File: config.mk
export PLATFORM = sky130hd
export DESIGN_NAME = pc_sequencer
export DESIGN_NICKNAME = d
export VERILOG_FILES = /design/src/rtl/pc_pkg.sv /design/src/rtl/pc_redirect_arb.sv /design/src/rtl/pc_sequencer.sv
export SDC_FILE = /design/constraint.sdc
export NUM_CORES = 1
export LEC_CHECK = 0
export CELL_PAD_IN_SITES_DETAIL_PLACEMENT = 0
export CELL_PAD_IN_SITES_GLOBAL_PLACEMENT = 1
export CORE_MARGIN = 2
export CORE_UTILIZATION = 37
export CTS_CLUSTER_DIAMETER = 40
export DETAILED_ROUTE_END_ITERATION = 10
export PLACE_DENSITY_LB_ADDON = 0.1
export SYNTH_ARGS = -nofsm -noshare
export SYNTH_HDL_FRONTEND = slang
export SYNTH_SLANG_ARGS = --single-unit
File: constraint.sdc
create_clock -name clk -period 3.6 [get_ports clk]
set_input_delay 0.72 -clock clk [delete_from_list [all_inputs] [get_ports clk]]
set_output_delay 0.72 -clock clk [all_outputs]
set_load 0.01 [all_outputs]
File: src/rtl/pc_pkg.sv
// pc_pkg: shared types and default vectors for the program-counter sequencer.
// Sequencer states and redirect kinds are encoded here so the arbiter and the
// top agree on redirect priority (a larger redir_t value means higher priority).
package pc_pkg;

    localparam int          PC_WIDTH_DEF  = 16;
    localparam logic [15:0] RESET_VEC_DEF = 16'h0000;
    localparam logic [15:0] TRAP_VEC_DEF  = 16'h0004;
    localparam int          PC_INC_DEF    = 2;

    typedef enum logic [1:0] {
        PC_BOOT = 2'd0,
        PC_RUN  = 2'd1,
        PC_HALT = 2'd2
    } pc_state_t;

    // Numeric order is the priority order: TRAP > JUMP > BRANCH > NONE
    typedef enum logic [1:0] {
        REDIR_NONE   = 2'd0,
        REDIR_BRANCH = 2'd1,
        REDIR_JUMP   = 2'd2,
        REDIR_TRAP   = 2'd3
    } redir_t;

    // True when a live redirect may replace the buffered one
    function automatic logic redir_wins(input redir_t live, input redir_t pend);
        return (live != REDIR_NONE) && (live >= pend);
    endfunction

endpackage

File: src/rtl/pc_redirect_arb.sv
// pc_redirect_arb: combinational priority select between the live redirect
// sources (trap > jump > branch) and the buffered pending redirect.
// A live request of equal or higher priority than the pending one wins.
module pc_redirect_arb
    import pc_pkg::*;
#(
    parameter int               WIDTH    = PC_WIDTH_DEF,
    parameter logic [WIDTH-1:0] TRAP_VEC = WIDTH'(TRAP_VEC_DEF)
) (
    input  logic             trap,
    input  logic             jump,
    input  logic [WIDTH-1:0] jump_target,
    input  logic             branch_taken,
    input  logic [WIDTH-1:0] branch_target,
    input  redir_t           pend_kind,
    input  logic [WIDTH-1:0] pend_target,
    output redir_t           live_kind,
    output logic [WIDTH-1:0] live_target,
    output redir_t           win_kind,
    output logic [WIDTH-1:0] win_target
);

    // Highest-priority live redirect this cycle
    always_comb begin
        live_kind   = REDIR_NONE;
        live_target = {WIDTH{1'b0}};
        if (trap) begin
            live_kind   = REDIR_TRAP;
            live_target = TRAP_VEC;
        end else if (jump) begin
            live_kind   = REDIR_JUMP;
            live_target = jump_target;
        end else if (branch_taken) begin
            live_kind   = REDIR_BRANCH;
            live_target = branch_target;
        end else begin
            live_kind   = REDIR_NONE;
            live_target = {WIDTH{1'b0}};
        end
    end

    // Live request beats pending when its priority is at least as high
    always_comb begin
        win_kind   = pend_kind;
        win_target = pend_target;
        if (redir_wins(live_kind, pend_kind)) begin
            win_kind   = live_kind;
            win_target = live_target;
        end else begin
            win_kind   = pend_kind;
            win_target = pend_target;
        end
    end

endmodule

File: src/rtl/pc_sequencer.sv
// pc_sequencer: owns the fetch PC, selects the next PC (sequential, branch,
// jump, trap), buffers redirects that arrive while the PC cannot advance and
// drives the instruction-fetch request.
// Optional build macro PC_ALIGN_CHECK_EN: odd branch/jump/pending targets are
// rejected, the PC is sent to TRAP_VEC and misalign pulses for one cycle.
// Without the macro targets load verbatim and misalign stays 0.
// Redirects seen during the single BOOT cycle are ignored.
module pc_sequencer
    import pc_pkg::*;
#(
    parameter int               WIDTH     = PC_WIDTH_DEF,
    parameter logic [WIDTH-1:0] RESET_VEC = WIDTH'(RESET_VEC_DEF),
    parameter logic [WIDTH-1:0] TRAP_VEC  = WIDTH'(TRAP_VEC_DEF),
    parameter int               INC       = PC_INC_DEF
) (
    input  logic             clk,
    input  logic             rst_n,
    input  logic             stall,
    input  logic             imem_ready,
    input  logic             branch_taken,
    input  logic [WIDTH-1:0] branch_target,
    input  logic             jump,
    input  logic [WIDTH-1:0] jump_target,
    input  logic             trap,
    input  logic             halt_req,
    input  logic             resume,
    output logic [WIDTH-1:0] PC_out,
    output logic [WIDTH-1:0] PC_Add_out,
    output logic             imem_req,
    output logic [1:0]       pc_state,
    output logic             misalign
);

    pc_state_t        state_r;
    pc_state_t        state_next_s;
    logic [WIDTH-1:0] pc_r;
    logic [WIDTH-1:0] pc_next_s;
    redir_t           pend_kind_r;
    redir_t           pend_kind_next_s;
    logic [WIDTH-1:0] pend_target_r;
    logic [WIDTH-1:0] pend_target_next_s;
    logic             imem_req_r;
    logic             misalign_r;
    logic             misalign_next_s;

    redir_t           live_kind_s;
    logic [WIDTH-1:0] live_target_s;
    redir_t           win_kind_s;
    logic [WIDTH-1:0] win_target_s;
    logic             adv_s;
    logic             capture_s;
    logic             align_bad_s;
    logic [WIDTH-1:0] pc_inc_s;

    pc_redirect_arb #(
        .WIDTH    (WIDTH),
        .TRAP_VEC (TRAP_VEC)
    ) u_arb (
        .trap          (trap),
        .jump          (jump),
        .jump_target   (jump_target),
        .branch_taken  (branch_taken),
        .branch_target (branch_target),
        .pend_kind     (pend_kind_r),
        .pend_target   (pend_target_r),
        .live_kind     (live_kind_s),
        .live_target   (live_target_s),
        .win_kind      (win_kind_s),
        .win_target    (win_target_s)
    );

    assign adv_s     = (state_r == PC_RUN) && imem_ready && !stall;
    assign capture_s = redir_wins(live_kind_s, pend_kind_r);
    assign pc_inc_s  = pc_r + WIDTH'(INC);

`ifdef PC_ALIGN_CHECK_EN
    assign align_bad_s = win_target_s[0];
`else
    assign align_bad_s = 1'b0;
`endif

    // State register
    always_ff @(posedge clk or negedge rst_n) begin
        if (!rst_n) begin
            state_r <= PC_BOOT;
        end else begin
            state_r <= state_next_s;
        end
    end

    // Next-state selection: trap wakes from HALT and outranks halt_req
    always_comb begin
        state_next_s = state_r;
        case (state_r)
            PC_BOOT: state_next_s = PC_RUN;
            PC_RUN: begin
                if (trap) begin
                    state_next_s = PC_RUN;
                end else if (halt_req) begin
                    state_next_s = PC_HALT;
                end else begin
                    state_next_s = PC_RUN;
                end
            end
            PC_HALT: begin
                if (trap || resume) begin
                    state_next_s = PC_RUN;
                end else begin
                    state_next_s = PC_HALT;
                end
            end
            default: state_next_s = PC_BOOT;
        endcase
    end

    // Next PC, pending buffer and misalign pulse for the coming edge
    always_comb begin
        pc_next_s          = pc_r;
        pend_kind_next_s   = pend_kind_r;
        pend_target_next_s = pend_target_r;
        misalign_next_s    = 1'b0;
        case (state_r)
            PC_RUN: begin
                if (trap) begin
                    pc_next_s          = TRAP_VEC;
                    pend_kind_next_s   = REDIR_NONE;
                    pend_target_next_s = {WIDTH{1'b0}};
                end else if (!halt_req && adv_s) begin
                    if (win_kind_s == REDIR_NONE) begin
                        pc_next_s = pc_inc_s;
                    end else if (align_bad_s) begin
                        pc_next_s       = TRAP_VEC;
                        misalign_next_s = 1'b1;
                    end else begin
                        pc_next_s = win_target_s;
                    end
                    pend_kind_next_s   = REDIR_NONE;
                    pend_target_next_s = {WIDTH{1'b0}};
                end else if (capture_s) begin
                    pend_kind_next_s   = live_kind_s;
                    pend_target_next_s = live_target_s;
                end else begin
                    pc_next_s = pc_r;
                end
            end
            PC_HALT: begin
                if (trap) begin
                    pc_next_s          = TRAP_VEC;
                    pend_kind_next_s   = REDIR_NONE;
                    pend_target_next_s = {WIDTH{1'b0}};
                end else if (capture_s) begin
                    pend_kind_next_s   = live_kind_s;
                    pend_target_next_s = live_target_s;
                end else begin
                    pc_next_s = pc_r;
                end
            end
            default: begin
                pc_next_s = pc_r;
            end
        endcase
    end

    // Datapath registers: PC, pending redirect, fetch request, misalign pulse
    always_ff @(posedge clk or negedge rst_n) begin
        if (!rst_n) begin
            pc_r          <= RESET_VEC;
            pend_kind_r   <= REDIR_NONE;
            pend_target_r <= {WIDTH{1'b0}};
            imem_req_r    <= 1'b0;
            misalign_r    <= 1'b0;
        end else begin
            pc_r          <= pc_next_s;
            pend_kind_r   <= pend_kind_next_s;
            pend_target_r <= pend_target_next_s;
            imem_req_r    <= (state_next_s == PC_RUN);
            misalign_r    <= misalign_next_s;
        end
    end

    // Output mapping; PC_Add_out is the live incrementer value
    always_comb begin
        PC_out     = pc_r;
        PC_Add_out = pc_inc_s;
        imem_req   = imem_req_r;
        pc_state   = state_r;
        misalign   = misalign_r;
    end

endmodule

Word level (Yosys, flattened, before mapping)
Cells that the tools add are included.
- add/subtract/negate cells: 1
- order comparisons: 1
- equal/unequal tests: 5
- multiplexer cells: 24
- reductions and logical operators: 12
- operators with widths (kind ; count):
    two-way mux 16 bit ; 10
    case mux 16 bit (2 select lines) ; 2
    two-way mux 2 bit ; 9
    adder 16 x 2 -> 16 bit, second input constant ; 1
    case mux 2 bit (3 select lines) ; 1
    equality test 2 x 1 -> 1 bit, second input constant ; 2
    logical AND 1 bit ; 4
    logical NOT 2 bit ; 2
    case mux 2 bit (2 select lines) ; 1
    nonzero test 2 bit ; 2
    != test 3 x 2 -> 1 bit, second input constant ; 1
    AND reduction 3 bit ; 1
    equality test 2 bit, second input constant ; 1
    greater-or-equal comparator 2 bit ; 1
    logical NOT 1 bit ; 2
    != test 2 bit, second input constant ; 1
    logical OR 1 bit ; 1
    two-way mux 1 bit ; 1
- register bits after elaboration: 37
- bits of input ports: 41
- output and inout bits: 36

Longest topological paths before layout
- depth in word-level cells: 11
- gate-level depth with buffers: 10
- mapped depth without buffers: 7

Hierarchy
Synthesis repeated with hierarchy kept, for this count alone.
- cells, all modules: 317
- area total of the unflattened synthesis: 2820.2 µm²
- modules (own cells, without submodules) (module ; times used ; cells an instance ; area each (µm²) ; seq. area each (µm²)):
    pc_sequencer ; 1 ; 246 ; 2187.1 ; 925.9
    pc_redirect_arb ; 1 ; 71 ; 633.1 ; 0.0

Least setup slack after synthesis
No wires, ideal clock.
- path kind: input-to-reg
- from: input port jump
- to: register pc_r[9], in the netlist PC_out[9]
- arrival: 2.842 ns
- path slack: 0.637 ns
- cell stages on the path: 9
- path buffers: 3
- path through: clkbuf_1 clkbuf_1 or2_2 ha_1 or2_2 a211oi_2 clkbuf_1 o21ai_1 a22o_1
- cells in the longest elaborated chain, start to end: 10
- RTL lines (element ; line ; source):
    from (decl) ; pc_sequencer.sv:22 ; input logic jump,
    two-way mux 2 bit ; pc_redirect_arb.sv:30 ; end else if (jump) begin
    two-way mux 2 bit ; pc_redirect_arb.sv:27 ; if (trap) begin
    greater-or-equal comparator 2 bit or nonzero test 2 bit (tied branches) ; pc_pkg.sv:27 ; return (live != REDIR_NONE) && (live >= pend);
    logical AND 1 bit ; pc_pkg.sv:27 ;
    two-way mux 2 bit ; - ;
    logical NOT 2 bit ; pc_sequencer.sv:129 ; if (win_kind_s == REDIR_NONE) begin
    two-way mux 16 bit (*) ; pc_sequencer.sv:129 ;
    two-way mux 16 bit (*) ; pc_sequencer.sv:128 ; end else if (!halt_req && adv_s) begin
    two-way mux 16 bit (*) ; pc_sequencer.sv:124 ; if (trap) begin
    case mux 16 bit (2 select lines) (*) ; pc_sequencer.sv:122 ; case (state_r)
    to (signal assigned) ; pc_sequencer.sv:173 ; pc_r <= pc_next_s;
    to (decl) ; pc_sequencer.sv:36 ; logic [WIDTH-1:0] pc_r;
Mark *: on every way between the ends. The rest lies on a longest branch, timed or not. The select of a mux whose other input is x is not followed.
A chain may end at the register's enable or synchronous reset.

Final worst setup path
- from: register pc_r[1], in the netlist PC_out[1]
- to: output port PC_Add_out[15]
- cells in the longest elaborated chain, start to end: 1
- RTL lines (element ; line ; source):
    adder 16 x 2 -> 16 bit ; pc_sequencer.sv:74 ; assign pc_inc_s = pc_r + WIDTH'(INC);
    to (decl) ; pc_sequencer.sv:28 ; output logic [WIDTH-1:0] PC_Add_out,
Every way passes these cells.

==> reports/metrics.yaml <==
outcome:
  status: "completed"
logic_synthesis:
  ys_ff_latch: 37
  synth_edf_count: 0
  ys.warnings.count: 0
  synth_nets: 322
  synth_cells: 275
  synth_cell_type_count: 44
  yosys-top-cells-area: "dfrtp_1 38%, a22o_1 7.5%, mux2i_1 4.9%"
  syn-cell-area_sq_mm: 0.00245
  synthDominantCellAreaShare: 0.378
  syn_avg_cell_area_sq_um: 8.91
  seq_area_frac_synth: 0.378
  yosysTopAreaCell: "dfrtp_1"
  synth_ff_type: "dfrtp_1"
  netlist_top_cells_count: "37 x dfrtp_1, 25 x nand2_1, 21 x a22o_1"
  yosysMostFrequentCell: "dfrtp_1"
  ys_async_sr_fraction: 1.00
drt:
  dr.pass1.iters: 4
  drt_iter0_drc: 114
  routed_wl_mm: 6.82
  vias_per_cell: 5.54
  ant_nets: 0
  drc: 0
  num_vias: 2337
  route.detailed.wl_per_inst_microns: 16.2
cells_and_area:
  drive_gt1_frac: 0.0609
  area_delta_synth_final_pct: 36.3
  multiInputGateArea_sq_mm: 0.00139
  fillers: 620
  diodes: 0
  area.sequential_sq_um: 926
  nets: 393
setup_path:
  crit_chain: "ha_1 > nand3_1 > nor4_1 > xor2_1 > clkdlybuf4s50_1"
  start_kind: "flip-flop"
  worstSetupPathType: "flip-flop to output pin"
  end_kind: "output pin"
  required_ns: 2.88
  arrival_ns: 2.60
  cpPeakStageDelay_ns: 0.56
  critPathSlowestCell: "clkdlybuf4s50_1"
  cp_max_fo: 6
pwr:
  power_density_mw_per_mm2: 721
  peakVddDrop_v: 0.000447
  leakagePower_nw: 1.43
floorplanning:
  io_pins: 77
  rows: 29
  chipHeight_microns: 85.4
  core_area_sq_mm: 0.00639
  die_area_sq_mm: 0.00729
  die_w_microns: 85.4
  start_util: 0.384
placement:
  gp_congestion: 0.786
  port_buffers: 75
  hpwl_mm: 4.95
  place_ws_ns: 0.243
cts:
  cts_tree: "done"
  ctsHtreeMaxLevel: 2
  post_cts_buffers: 0
  clkTransAtPathRegs_ns: 0.07
  cts_root_buf: "clkbuf_8"
  post_cts_resized: 0
  numCtsBuffers: 5
  worstSkewPairLatency_ns: 0.29
  cts_sinks: 37
  clk_path_buf_depth: 2
  cts_hold_buffers: 0
global_routing:
  grt_pass1_vias: 2160
  antenna_found_initial: 0
  grt_pass1_wl_mm: 11.0
  grt_remaining_overflow: 0
  grt_use_total: 0.189
  grt_max_degree: 38
sta:
  fin_ws_ns: 0.276
  post-route-min-period_ns: 3.32
  max_freq_ghz: 0.301
  finalHoldViolCount: 0
  hold_ws_ns: 0.479
  setup_viol: 0
  worst_pin_slew_ns: 0.752
  final_max_slew_viol_count: 0
  skew_ns: 0.00483
  rsz0062_at_grt: "no"
  setup-tns-final_ns: 0
  relSlewSlack: 0.499
  fin_crit_sh: 0.923
worst_hold_path:
  hp-class: "flip-flop to flip-flop"
flow_run:
  cap_violations: 0
## through the flow
step	total power, mW	cells	area [sq um]	util
after global placement	2.12	416	3270	0.512
after floorplan	1.55	275	2450	-
after CTS	2.42	422	3340	0.523
after detailed placement	2.14	416	3270	0.512
final	2.41	422	3340	0.523
after global routing	2.60	422	3340	0.523
## per-layer routing
layer,up-vias,global-route usage,share of wire
li1,1150,-,-
met5,-,0,0
met4,0,0.0433,0.0087
met2,73,0.287,0.44
met1,1108,0.278,0.49
met3,6,0.0370,0.061
## path summary, 6_finish.rpt
path / slack [ns] / start / cells past startpoint / endpoint
worst max-delay path: 0.28 / PC_out[1] / 5 / PC_Add_out[15]
worst min-delay path: 0.48 / pend_target_r[12] / 2 / pend_target_r[12]
worst max register to register: 1.17 / pc_state[0] / 7 / pend_target_r[0]
worst min register to register: 0.48 / pend_target_r[12] / 2 / pend_target_r[12]
max in group asynchronous: 2.38 / rst_n / 2 / pend_kind_r[0]
min in group asynchronous: 0.86 / rst_n / 2 / PC_out[15]
## layout by cell type (no fill, tap or decap), types with 2 or more instances in the layout
master and count:
a21o_1 2, a21oi_1 13, a22o_1 21, a22oi_1 7
a31oi_1 4, a41o_1 3, and3_1 2, buf_4 8
clkbuf_8 5, clkdlybuf4s50_1 75, dfrtp_1 37, ha_1 6
inv_1 12, mux2i_1 12, nand2_1 25, nand2b_1 2
nand3_1 10, nand3b_1 4, nand4_1 2, nor2_1 6
nor2b_1 4, nor3_1 5, nor4_1 4, o21a_1 2
o21ai_0 10, o21ai_1 18, o31ai_1 10, or2_1 4
or2_2 3, or3_1 4, xnor2_1 5, xor2_1 8
## flip-flops by register name (all words and copies together), names as in the netlist
name	cells
PC_out	16
imem_req	1
pc_state	2
pend_kind_r	2
pend_target_r	16
## cells by family after synthesis
group / count (synthesis) / synth area share
xor+xnor: 13 / 0.0465
fa+ha+maj: 6 / 0.0306
mux: 12 / 0.0490
simple gates: 79 / 0.172
flops: 37 / 0.378
buf+inv: 31 / 0.0551
other cells: 1 / 0.00153
compound gates: 96 / 0.268
## where the power goes
group          switching (mW)  leakage (nW)  internal [mW]  total, mW
registers               0.186         0.485          0.594      0.779
logic                   0.673         0.901          0.679       1.35
clock network           0.151        0.0399          0.128      0.279
## final cells by class
type,instances,area share
flip-flops and latches,37,0.277
clock inverters,1,0.00150
well taps,77,0.0288
inverters,12,0.0135
clock buffers,5,0.0206
repair buffers,83,0.243
multi-input cells,207,0.416
## critical path, delay by kind of cell (launching register included)
kind	cells	cell delay, ns
buf+inv	1	0.56
fa+ha+maj	1	0.32
xor+xnor	1	0.22
flops	1	0.47
simple gates	2	0.75
No activity file was read; power rests on OpenSTA's default activity.
